==> src/rtl/rs232_pkg.sv <==
// Shared RS232 definitions: FSM state encodings, parity modes and the default bit period.
// The receiver imports this package as well.
package rs232_pkg;

  localparam logic [2:0] ST_IDLE     = 3'd0;
  localparam logic [2:0] ST_POP_REQ  = 3'd1;
  localparam logic [2:0] ST_POP_WAIT = 3'd2;
  localparam logic [2:0] ST_START    = 3'd3;
  localparam logic [2:0] ST_DATA     = 3'd4;
  localparam logic [2:0] ST_PARITY   = 3'd5;
  localparam logic [2:0] ST_STOP     = 3'd6;

  localparam int PARITY_NONE = 0;
  localparam int PARITY_ODD  = 1;
  localparam int PARITY_EVEN = 2;

  localparam int DEFAULT_CLKS_PER_BIT = 868;

  // Data arrives zero-extended to 9 bits, so the padding does not disturb the XOR.
  function automatic logic parity_bit(input logic [8:0] data, input int mode);
    if (mode == PARITY_ODD) begin
      return ~(^data);
    end else begin
      return ^data;
    end
  endfunction

endpackage

==> src/rtl/rs232_tx_unloader_if.sv <==
// Fifo read handshake between the byte fifo and the RS232 transmit engine.
interface rs232_tx_unloader_if #(
  parameter int DATA_WIDTH = 8
);
  logic                  fifo_empty;
  logic                  fifo_pop;
  logic [DATA_WIDTH-1:0] fifo_data;

  modport master (input fifo_empty, input fifo_data, output fifo_pop);
  modport slave  (output fifo_empty, output fifo_data, input fifo_pop);
endinterface

==> src/rtl/rs232_baud_counter.sv <==
// Bit-period counter: runs 0..CLKS_PER_BIT-1 and ticks on the last cycle of every bit.
module rs232_baud_counter
  import rs232_pkg::*;
#(
  parameter int CLKS_PER_BIT = DEFAULT_CLKS_PER_BIT
) (
  input  logic clk,
  input  logic rst_n,
  input  logic restart,
  output logic bit_tick
);

  localparam logic [15:0] LAST_CNT = 16'(CLKS_PER_BIT - 1);

  logic [15:0] cnt_q;
  logic [15:0] cnt_d;

  always_comb begin
    if (restart || (cnt_q == LAST_CNT)) begin
      cnt_d = 16'd0;
    end else begin
      cnt_d = cnt_q + 16'd1;
    end
  end

  always_ff @(posedge clk) begin
    if (!rst_n) begin
      cnt_q <= 16'd0;
    end else begin
      cnt_q <= cnt_d;
    end
  end

  assign bit_tick = !restart && (cnt_q == LAST_CNT);

endmodule

==> src/rtl/rs232_tx_unloader.sv <==
// RS232 transmit engine: pops one word from the byte fifo and serialises it on tx.
// Outputs are registered decodes of the current state, so they trail the state by one cycle.
module rs232_tx_unloader
  import rs232_pkg::*;
#(
  parameter int CLKS_PER_BIT = DEFAULT_CLKS_PER_BIT,
  parameter int DATA_WIDTH   = 8,
  parameter int PARITY_MODE  = PARITY_NONE,
  parameter int STOP_BITS    = 1,
  parameter int POP_LATENCY  = 3
) (
  input  logic                       clk,
  input  logic                       rst_n,
  input  logic                       enable,
  rs232_tx_unloader_if.master        fifo,
  output logic                       tx,
  output logic                       busy,
  output logic                       frame_done,
  output logic [15:0]                bytes_sent
);

  localparam logic [3:0]  LAST_DATA = 4'(DATA_WIDTH - 1);
  localparam logic [3:0]  LAST_STOP = 4'(STOP_BITS - 1);
  localparam logic [15:0] WAIT_INIT = 16'(POP_LATENCY - 1);

  logic [2:0]            state_q, state_d;
  logic [DATA_WIDTH-1:0] shift_q, shift_d;
  logic                  par_q, par_d;
  logic [3:0]            bit_cnt_q, bit_cnt_d;
  logic [15:0]           wait_q, wait_d;
  logic                  tx_q, tx_d;
  logic                  pop_q, pop_d;
  logic                  busy_q, busy_d;
  logic                  done_q, done_d;
  logic [15:0]           bytes_q, bytes_d;
  logic                  bit_tick_s;
  logic                  restart_s;
  logic                  last_stop_s;

  // Baud counter is held at zero until the frame starts, so START always gets a full bit.
  assign restart_s   = (state_q == ST_IDLE) || (state_q == ST_POP_REQ) || (state_q == ST_POP_WAIT);
  assign last_stop_s = (state_q == ST_STOP) && bit_tick_s && (bit_cnt_q == LAST_STOP);

  rs232_baud_counter #(
    .CLKS_PER_BIT(CLKS_PER_BIT)
  ) u_baud (
    .clk     (clk),
    .rst_n   (rst_n),
    .restart (restart_s),
    .bit_tick(bit_tick_s)
  );

  always_comb begin
    state_d   = state_q;
    shift_d   = shift_q;
    par_d     = par_q;
    bit_cnt_d = bit_cnt_q;
    wait_d    = wait_q;
    case (state_q)
      ST_IDLE: begin
        if (enable && !fifo.fifo_empty) begin
          state_d = ST_POP_REQ;
        end else begin
          state_d = ST_IDLE;
        end
      end
      ST_POP_REQ: begin
        state_d = ST_POP_WAIT;
        wait_d  = WAIT_INIT;
      end
      ST_POP_WAIT: begin
        if (wait_q == 16'd0) begin
          shift_d = fifo.fifo_data;
          par_d   = parity_bit(9'(fifo.fifo_data), PARITY_MODE);
          state_d = ST_START;
        end else begin
          wait_d = wait_q - 16'd1;
        end
      end
      ST_START: begin
        if (bit_tick_s) begin
          state_d   = ST_DATA;
          bit_cnt_d = 4'd0;
        end else begin
          state_d = ST_START;
        end
      end
      ST_DATA: begin
        if (bit_tick_s) begin
          shift_d = shift_q >> 1;
          if (bit_cnt_q == LAST_DATA) begin
            bit_cnt_d = 4'd0;
            state_d   = (PARITY_MODE != PARITY_NONE) ? ST_PARITY : ST_STOP;
          end else begin
            bit_cnt_d = bit_cnt_q + 4'd1;
          end
        end else begin
          state_d = ST_DATA;
        end
      end
      ST_PARITY: begin
        if (bit_tick_s) begin
          state_d = ST_STOP;
        end else begin
          state_d = ST_PARITY;
        end
      end
      ST_STOP: begin
        if (bit_tick_s) begin
          if (bit_cnt_q == LAST_STOP) begin
            bit_cnt_d = 4'd0;
            state_d   = ST_IDLE;
          end else begin
            bit_cnt_d = bit_cnt_q + 4'd1;
          end
        end else begin
          state_d = ST_STOP;
        end
      end
      default: begin
        state_d = ST_IDLE;
      end
    endcase
  end

  always_comb begin
    case (state_q)
      ST_START:  tx_d = 1'b0;
      ST_DATA:   tx_d = shift_q[0];
      ST_PARITY: tx_d = par_q;
      default:   tx_d = 1'b1;
    endcase
    pop_d   = (state_q == ST_POP_REQ);
    busy_d  = (state_q != ST_IDLE);
    done_d  = last_stop_s;
    bytes_d = last_stop_s ? (bytes_q + 16'd1) : bytes_q;
  end

  always_ff @(posedge clk) begin
    if (!rst_n) begin
      state_q   <= ST_IDLE;
      shift_q   <= '0;
      par_q     <= 1'b0;
      bit_cnt_q <= 4'd0;
      wait_q    <= 16'd0;
      tx_q      <= 1'b1;
      pop_q     <= 1'b0;
      busy_q    <= 1'b0;
      done_q    <= 1'b0;
      bytes_q   <= 16'd0;
    end else begin
      state_q   <= state_d;
      shift_q   <= shift_d;
      par_q     <= par_d;
      bit_cnt_q <= bit_cnt_d;
      wait_q    <= wait_d;
      tx_q      <= tx_d;
      pop_q     <= pop_d;
      busy_q    <= busy_d;
      done_q    <= done_d;
      bytes_q   <= bytes_d;
    end
  end

  assign fifo.fifo_pop = pop_q;
  assign tx            = tx_q;
  assign busy          = busy_q;
  assign frame_done    = done_q;
  assign bytes_sent    = bytes_q;

endmodule

==> src/flat_wrapper.sv <==
// flat-port wrapper written by rule: the top's interface ports become plain ports
module rs232_tx_unloader_flat import rs232_pkg::*;
#(
  parameter int CLKS_PER_BIT = DEFAULT_CLKS_PER_BIT,
  parameter int DATA_WIDTH   = 8,
  parameter int PARITY_MODE  = PARITY_NONE,
  parameter int STOP_BITS    = 1,
  parameter int POP_LATENCY  = 3
)
  (clk, rst_n, enable, tx, busy, frame_done, bytes_sent, fifo_fifo_empty, fifo_fifo_data, fifo_fifo_pop);
  rs232_tx_unloader_if #(.DATA_WIDTH(DATA_WIDTH)) fifo_i ();
  input  logic clk;
  input  logic rst_n;
  input  logic enable;
  output logic tx;
  output logic busy;
  output logic frame_done;
  output logic [15:0] bytes_sent;
  input wire logic [$bits(fifo_i.fifo_empty)-1:0] fifo_fifo_empty;
  input wire logic [$bits(fifo_i.fifo_data)-1:0] fifo_fifo_data;
  output wire logic [$bits(fifo_i.fifo_pop)-1:0] fifo_fifo_pop;
  assign fifo_i.fifo_empty = fifo_fifo_empty;
  assign fifo_i.fifo_data = fifo_fifo_data;
  assign fifo_fifo_pop = fifo_i.fifo_pop;
  rs232_tx_unloader #(.CLKS_PER_BIT(CLKS_PER_BIT), .DATA_WIDTH(DATA_WIDTH), .PARITY_MODE(PARITY_MODE), .STOP_BITS(STOP_BITS), .POP_LATENCY(POP_LATENCY)) u_core (.clk(clk), .rst_n(rst_n), .enable(enable), .fifo(fifo_i), .tx(tx), .busy(busy), .frame_done(frame_done), .bytes_sent(bytes_sent));
endmodule
==> config.mk <==
export PLATFORM = sky130hd
export DESIGN_NAME = rs232_tx_unloader_flat
export DESIGN_NICKNAME = d
export VERILOG_FILES = /design/src/rtl/rs232_pkg.sv /design/src/rtl/rs232_tx_unloader_if.sv /design/src/rtl/rs232_baud_counter.sv /design/src/rtl/rs232_tx_unloader.sv /design/src/flat_wrapper.sv
export SDC_FILE = /design/constraint.sdc
export NUM_CORES = 1
export LEC_CHECK = 0
export BUFFER_PORTS_ARGS = -buffer_cell sky130_fd_sc_hd__buf_2
export CAP_MARGIN = 20
export CELL_PAD_IN_SITES_DETAIL_PLACEMENT = 0
export CELL_PAD_IN_SITES_GLOBAL_PLACEMENT = 1
export CORE_MARGIN = 1.5
export CORE_UTILIZATION = 50
export CTS_BUF_LIST = sky130_fd_sc_hd__clkbuf_2
export CTS_CLUSTER_SIZE = 8
export DETAILED_ROUTE_END_ITERATION = 6
export GPL_TIMING_DRIVEN = 0
export PLACE_DENSITY = 0.92
export SLEW_MARGIN = 25
export SYNTH_ARGS = -nofsm -noshare
export SYNTH_HDL_FRONTEND = slang
export SYNTH_SLANG_ARGS = --single-unit
==> constraint.sdc <==
create_clock -name clk -period 5.4 [get_ports clk]
set_input_delay 1.08 -clock clk [delete_from_list [all_inputs] [get_ports clk]]
set_output_delay 1.08 -clock clk [all_outputs]
set_load 0.02 [all_outputs]
==> summary.txt <==
Post-Synth XOR/XNOR Area - 12.0%
Max VDD drop - 263 uV
Worst Path Max Fanout - 10
Finish-stage setup viols - 0
Asr flop ratio synth - 0%
Gr ovfl total - 0
Syn. warnings - 0
I/O pin total - 32
Top cell type's share of synthesized area - 39.8%
Relative slew margins - 55.2%
CTS Hold Bufs - 0
Layout Skew - 0.0219 ns
Antenna fix cells - 0
Top cell type by total area after synthesis - dfxtp_1
Critical path arrival - 2.86 ns
Synth cell count leaders - 68 x dfxtp_1, 57 x nor2_1, 32 x xnor2_1
Final WL - 7050 um
Post-route cell area - 3810 um2
Period Utilization, post-route - 45.6%
Global-route usage over all layers - 20.8%
Critical Path End Type - register
Max-Cap Viols - 0
Vias in the first global route - 2768
FF+latch count, synth - 68
TritonRoute pass-1 iters - 4
Final Wtd Congestion - 0.840
Number of synthesized flops with an enable pin - 0
DR WL/cell - 13.4 um
DIE AREA - 7350 um2
Startpoint Class - register
Post-route DRC - 0
Post-CTS Resized - 0
Die height - 85.8 um
Total number of vias - 2920
Largest net degree at the start of global routing - 13
Setup TNS - 0 ns
Dpl cells - 510
Synth Flop Type - dfxtp_1
Critical setup path kind - register to register
Area delta synth->final - 11.2%
Proportion of synthesized area in mux cells - 2.67%
Worst-margin pin slew - 0.667 ns
Non-filler cells, final - 526
Top delay family on crit path - simple AND/OR/NAND/NOR gates
Sinks on Clock Net - 68
Buf+Inv Stages, Crit Path - 1
Reg clk slew, reported paths - 0.19 ns
# port buffers - 30
Post-synthesis adder-cell area fraction - 1.83%
Rows - 29
Post-synthesis compound-gate area fraction - 11.5%
CTS Buffer Depth - 2
Crit-path max cell delay - 0.58 ns
CTS tree - yes
Largest family of logic cells by synthesized area - simple AND/OR/NAND/NOR gates
Power per standard cell area - 404 nW/um2
Worst Hold Class - register to register
CTS H-tree depth - 3
Post-Synthesis Cells - 403
Unrepaired setup endpoints after global routing - no
Final net count - 461
Fin. Hold Viols - 0
Synthesized net count - 420
Fmax - 0.406 GHz
Crit path time final - 2.46 ns
Final hold slack - 0.480 ns
CP max-delay cell - nor3_1
Post-CTS setup buffer count - 0
Share of cells above drive strength 1 - 13.6%
Worst-Skew Late Latency - 0.49 ns
Mapped Area - 3420 um2
Final HPWL from detailed placement - 5050 um
Antenna violations before repair - 0
Final ANT Viol Nets - 0
WP data required - 5.80 ns
Fin. max-slew vios - 0
Number of CTS-inserted buffers - 9
Status - finished, final reports clean
Root Driver - clkbuf_2
1st-iter DRT viols - 93
Starting Density - 52.7%
Register area share after synthesis - 39.8%
Die Width - 85.8 um
Core region area - 6490 um2
Placed Area - 3670 um2
Post-synthesis simple-gate area fraction - 28.4%
Mapped Avg Cell Area - 8.50 um2
Most common cell in the netlist - dfxtp_1
Dominant cells by area after synthesis - dfxtp_1 40%, xnor2_1 8.2%, nor2_1 6.2%, xor2_1 3.8%, a21oi_1 2.9%
Number of vias per cell - 5.55
First-pass GRT wire length - 12400 um
Netlist cell types - 51
Pleak - 1.35 nW
Critical path, cell by cell - ha_1 -> nor4b_4 -> nand2_1 -> nor3_1 -> clkbuf_1 -> o21ai_0 -> o311a_1
## layout make-up
| class | count | area (um2) |
|---|---|---|
| Inverter | 12 | 45.0 |
| Multi-Input combinational cell | 302 | 1930 |
| Buffer | 21 | 85.1 |
| Timing Repair Buffer | 30 | 150 |
| Tap cell | 77 | 96.3 |
| Sequential cell | 68 | 1360 |
| Fill cell | 622 | 2690 |
| Clock inverter | 7 | 91.3 |
| Clock buffer | 9 | 45.0 |
## flip-flops by register name, summed over array words and instances (netlist names), 3 cells and up
name / cells
u_core.bytes_sent: 16
u_core.u_baud.cnt_q: 16
u_core.wait_q: 16
u_core.shift_q: 8
u_core.bit_cnt_q: 4
u_core.state_q: 3
## per-stage QoR
| step | total power [W] | utilization [%] | setup WS (ns) |
|---|---|---|---|
| detailed placement | 0.00121 | 56.5 | 2.62 |
| CTS | 0.00154 | 58.6 | 2.97 |
| floorplan | 0.00109 | - | 3.12 |
| global placement | 0.00120 | 56.5 | 2.73 |
| global route | 0.00165 | 58.6 | 2.72 |
| finish | 0.00154 | 58.6 | 2.94 |
## cells in the final DEF (no fill, tap or decap), types with 8 or more instances in the layout
cell / n
xor2_1: 15
xnor2_1: 32
mux2i_1: 8
inv_1: 12
nand3_1: 18
nor4_1: 11
nand4_1: 9
a21oi_1: 20
o21ai_0: 18
nor3_1: 11
clkbuf_1: 16
dfxtp_1: 68
buf_2: 35
nand2_1: 26
nor2_1: 57
clkbuf_2: 9
## worst paths after layout
path	startpoint	endpoint	slack (ns)	cells after the start
hold reg to reg	u_core.wait_q[9]$_SDFFE_PN0P_	u_core.wait_q[9]$_SDFFE_PN0P_	0.48	2
hold / removal	u_core.wait_q[9]$_SDFFE_PN0P_	u_core.wait_q[9]$_SDFFE_PN0P_	0.48	2
setup / recovery	u_core.u_baud.cnt_q[0]$_SDFF_PP0_	u_core.shift_q[5]$_SDFFE_PN0P_	2.94	7
setup reg to reg	u_core.u_baud.cnt_q[0]$_SDFF_PP0_	u_core.shift_q[5]$_SDFFE_PN0P_	2.94	7
## per-layer routing
layer | share of wire (%) | track usage (%) | vias up | wire length [um]
met5 | 0 | 0 | - | 0
met4 | 1.8 | 9.68 | 0 | 127
met3 | 3.0 | 3.27 | 12 | 210
met2 | 45 | 33.7 | 52 | 3140
met1 | 51 | 27.3 | 1352 | 3580
li1 | - | - | 1504 | -
## where the power goes
group,switching [W],internal (W),total (W)
Sequential,0.0000609,0.000580,0.000641
Clock,0.000185,0.000151,0.000336
Combinational,0.000333,0.000227,0.000560
Total,0.000579,0.000958,0.00154
## logic make-up (layout without fill, tap and decap cells)
logic type	Yosys count	after routing
mux	9	9
flops	68	68
compound gates	61	61
buf+inv	33	79
fa+ha+maj	5	5
xor+xnor	47	47
simple gates	180	180
## worst min-delay path: cells and delay by family, from the launching register on
kind | cells | cell delay [ns]
compound gates | 2 | 0.11
flops | 1 | 0.35
Note: power is estimated with default switching activity, not from simulation.
